### src/rtl/fifo_ptr_pkg.sv
// fifo_ptr_pkg: shared helpers for the dual-clock FIFO pointer logic.
// Provides the depth helper, Gray encoding and the "full" pointer compare.
// Pointers are passed in a wide zero-extended container so that one set of
// functions serves every SIZE; callers cast to and from their own ptr_t.
package fifo_ptr_pkg;

   localparam int unsigned PTR_W_MAX = 32;

   // Wide container for pointers of any width up to PTR_W_MAX bits.
   typedef logic [PTR_W_MAX-1:0] ptr_wide_t;

   // Number of FIFO entries for a given address width.
   function automatic int unsigned depth(input int unsigned size);
      return 32'd1 << size;
   endfunction

   // Binary to reflected Gray code. Zero-extension leaves the result intact.
   function automatic ptr_wide_t bin2gray(input ptr_wide_t b);
      return b ^ (b >> 1);
   endfunction

   // Full when the write pointer is exactly one lap ahead of the read pointer.
   // In Gray code this means the two top bits differ and the rest are equal.
   // size is the address width; the pointers are size+1 bits wide.
   function automatic logic full_match(input ptr_wide_t   wgray,
                                       input ptr_wide_t   rgray,
                                       input int unsigned size);
      ptr_wide_t flip;
      flip = ptr_wide_t'(2'b11) << (size - 1);
      return wgray == (rgray ^ flip);
   endfunction

endpackage

### src/rtl/gray_decode.sv
// gray_decode: combinational Gray to binary converter.
// Each binary bit is the XOR of the Gray bits at and above its position.
module gray_decode #(
   parameter int unsigned W = 5
) (
   input  logic [W-1:0] gray_i,
   output logic [W-1:0] bin_o
);

   // Prefix XOR from the MSB down.
   always_comb begin
      bin_o = '0;
      for (int i = 0; i < W; i++) begin
         bin_o[i] = ^(gray_i >> i);
      end
   end

endmodule

### src/rtl/gray_wptr_gen.sv
// gray_wptr_gen: write-side pointer generator for the dual-clock FIFO.
// Holds the binary write pointer, drives the RAM write address and a
// registered Gray pointer for the read-domain synchroniser, and produces a
// registered full flag from the synchronised read pointer.
// Optional feature: define ALMOST_FULL_EN to add the registered almost_full_o
// output (read pointer decode plus occupancy subtractor).
module gray_wptr_gen
   import fifo_ptr_pkg::*;
#(
   parameter int unsigned SIZE      = 4,
   parameter int unsigned AF_MARGIN = 2
) (
   input  logic            clk_i,
   input  logic            rst_i,
   input  logic            inc_i,
   input  logic [SIZE:0]   rptr_gray_sync_i,
   output logic [SIZE-1:0] waddr_o,
   output logic [SIZE:0]   wptr_gray_o,
   output logic            full_o,
   output logic            wr_en_o
`ifdef ALMOST_FULL_EN
   ,
   output logic            almost_full_o
`endif
);

   typedef logic [SIZE:0] ptr_t;

   ptr_t wbin_q;
   ptr_t wbin_d;
   ptr_t wgray_q;
   ptr_t wgray_d;
   logic full_q;
   logic full_d;
   logic push;

   // A push is taken only outside reset and while there is room; this strobe
   // is also the RAM write enable.
   assign push    = inc_i & ~full_q & ~rst_i;
   assign wr_en_o = push;

   // Next pointer values and full evaluation against the current read sample.
   always_comb begin
      wbin_d  = wbin_q + ptr_t'(push);
      wgray_d = ptr_t'(bin2gray(ptr_wide_t'(wbin_d)));
      full_d  = full_match(ptr_wide_t'(wgray_d), ptr_wide_t'(rptr_gray_sync_i), SIZE);
   end

   // Pointer and full registers; Gray output is taken straight from a flop.
   always_ff @(posedge clk_i) begin
      if (rst_i) begin
         wbin_q  <= '0;
         wgray_q <= '0;
         full_q  <= 1'b0;
      end else begin
         wbin_q  <= wbin_d;
         wgray_q <= wgray_d;
         full_q  <= full_d;
      end
   end

   assign waddr_o     = wbin_q[SIZE-1:0];
   assign wptr_gray_o = wgray_q;
   assign full_o      = full_q;

`ifdef ALMOST_FULL_EN
   localparam int unsigned DEPTH = depth(SIZE);

   // One extra bit so the free-slot count can represent the full depth.
   typedef logic [SIZE+1:0] room_t;

   ptr_t  rbin;
   ptr_t  used;
   room_t free_slots;
   logic  af_d;
   logic  af_q;

   gray_decode #(
      .W (SIZE + 1)
   ) u_rptr_decode (
      .gray_i (rptr_gray_sync_i),
      .bin_o  (rbin)
   );

   // Occupancy after this cycle's push, measured against the read sample.
   always_comb begin
      used       = wbin_d - rbin;
      free_slots = room_t'(DEPTH) - room_t'(used);
      af_d       = (free_slots <= room_t'(AF_MARGIN));
   end

   // Registered almost-full flag.
   always_ff @(posedge clk_i) begin
      if (rst_i) begin
         af_q <= 1'b0;
      end else begin
         af_q <= af_d;
      end
   end

   assign almost_full_o = af_q;
`endif

endmodule

### config.mk
export PLATFORM = sky130hd
export DESIGN_NAME = gray_wptr_gen
export DESIGN_NICKNAME = d
export VERILOG_FILES = /design/src/rtl/fifo_ptr_pkg.sv /design/src/rtl/gray_decode.sv /design/src/rtl/gray_wptr_gen.sv
export SDC_FILE = /design/constraint.sdc
export NUM_CORES = 1
export LEC_CHECK = 0
export CAP_MARGIN = 20
export CORE_AREA = 2 2 39 41
export DETAILED_ROUTE_END_ITERATION = 12
export DIE_AREA = 0 0 41 43
export PLACE_DENSITY = 0.77
export SYNTH_ARGS = -nofsm -noshare
export SYNTH_HDL_FRONTEND = slang
export SYNTH_SLANG_ARGS = --single-unit
### constraint.sdc
create_clock -name clk_i -period 2.6 [get_ports clk_i]
set_input_delay 0.26 -clock clk_i [delete_from_list [all_inputs] [get_ports clk_i]]
set_output_delay 0.26 -clock clk_i [all_outputs]
set_load 0.005 [all_outputs]
==> metrics.txt <==
status=complete, no violations; CTS sink cnt=10; Post-synth top flop=dfxtp_1; First-pass DRT Iterations=2; Crit Path Max Fanout=4; Leak=0.261 nW; Req. time, crit path=2760 ps; CTS Hold Bufs=0; nets=77; Setup Viol. Count Final=0; PD cells=462 nW/µm²; worst hold path type=reg -> reg; n_diodes=0; critical path class=in -> reg; filler-free cell count of the finished design=81; list of most frequent post-synthesis cells=10 x dfxtp_1, 8 x xnor2_1, 7 x nor2_1, 3 x nand3_1; root buffer cell=clkbuf_4; Slew HR=69.9%; final wirelength=825 µm; Via density=4.33; routed len/inst=10.2 µm; EDFF count, synth=0; initial drt markers=1; TritonCTS clock tree=yes; CTS buffer count=3; post-layout min period=2160 ps; area fraction of the dominant cell type after synthesis=44.2%; endpoint class of the critical path=flop; Final Hold Viols=0; vias in the first global route=346; Max VDD drop=0.000206 V; post-CTS sizing=0; count leader, synth=dfxtp_1; final setup TNS=0 ps; Max clock buf depth=2; post-route ant nets=0; RSZ-0062 raised after global routing=no; sequential share of the synthesized area=44.2%; # port buffers=18; period utilization=82.9%; Clock Skews=1.34 ps; GP Congestion=0.716; largest net degree at the start of global routing=11; Mapped Cells=44; Yosys reg bits=10; distinct cell type count after synthesis=17; largest cells by area after synthesis=dfxtp_1 44%, xnor2_1 15%, nor2_1 5.8%; Post-synth ARST share=0%; Syn-to-layout area delta=50.0%; share of layout cells above drive strength 1=9.23%; Mapped Nets=54; Setup Fix Bufs, Post-CTS=0; cell area after synthesis=453 µm²; total track usage=12.2%; htree depth=1; WP data arrival=2310 ps; first-pass GRT wire length=1.47 mm; max cap viols=0; Least-Margin Pin Slew=448 ps; I/O Pins=19; initial antenna violation count=0; # fillers=145; synth warn=0; Startpoint Class=primary input; total vias in the final route=351; Synth area leader=dfxtp_1; Post-Place Cells=78; Starting Density=32.7%; fin. max-slew vios=0; hpwl dp=669 µm; Fmax achieved=0.464 GHz; Clock Pin Slew Worst Setup and Hold Paths=60 ps; multi-input logic area=249 µm²; core area=1380 µm²; Die X=41 µm; die area=1760 µm²; syn_area_per_cell=10.3 µm²; clk_lat worst skew=250 ps; DRC Markers=0; num rows=14; FF/Latch Area=200 µm²; Die Ht=43 µm; gr ovfl total=0
==> per-layer routing <==
metal	GRT usage (%)	up-vias	part of all wire (%)
met5	0	-	0
met3	4.71	0	4.0
met1	15.8	157	45
met2	17.8	7	51
met4	4.00	0	0
li1	-	187	-
==> final cells by class <==
type	instances	area share, %
clock buffers	3	3.31
multi-input cells	33	36.6
flip-flops and latches	10	29.5
well taps	16	2.95
repair buffers	19	27.6
==> stage by stage <==
stage | util, % | setup slack [ps] | instance area, µm² | power (mW) | hold WS (ps)
floorplan | - | 472 | 453 | 0.191 | 339
finish | 49.1 | 445 | 679 | 0.314 | 578
global route | 49.1 | 160 | 679 | 0.335 | 617
global placement | 47.5 | 191 | 657 | 0.217 | 562
CTS | 49.1 | 418 | 679 | 0.320 | 587
detailed placement | 47.5 | 152 | 657 | 0.218 | 570
==> worst max-delay path: stages <==
cell and delay (ps):
clkdlybuf4s50_1 440, nor3b_1 250, ha_1 230, ha_1 190
nand3_1 90, xor2_1 190, or3_1 380, a2111oi_2 280
==> cells in the final DEF (no fill, tap or decap), drive strengths merged, types with 2 or more instances in the layout <==
cell type and count:
clkbuf 3, dfxtp 10, nand3 3, clkdlybuf4s50 18, xor2 2, nor2 7, nor2b 2, ha 2
xnor2 8
==> cell families (layout without fill, tap and decap cells) <==
logic type               after synthesis  in the layout  share of synthesized area (%)
XOR/XNOR                              11             11                           24.3
multiplexers                           1              1                           2.21
flip-flops                            10             10                           44.2
adder cells (fa/ha/maj)                2              2                           5.52
AO/OA/AOI/OAI                          2              2                           4.42
AND/OR/NAND/NOR                       17             17                           18.5
buffers and inverters                  1             22                          0.828
==> path summary, 6_finish.rpt <==
check / from / endpoint / slack, ps / cells past startpoint
max: inc_i / full_o / 440 / 8
min: wbin_q[4] / wbin_q[4] / 580 / 2
max reg2reg: full_o / full_o / 570 / 7
min reg2reg: wbin_q[4] / wbin_q[4] / 580 / 2
==> state kept, by name (all words and copies together), names as in the netlist <==
register,flops
wbin_q,5
full_o,1
wptr_gray_o,4
==> where the power goes <==
group / switching, mW / total (mW) / internal [mW]
sequential: 0.00216 / 0.160 / 0.158
combinational: 0.0196 / 0.0536 / 0.0340
clock: 0.0468 / 0.100 / 0.0532
Power figures use the tool's default switching activity.
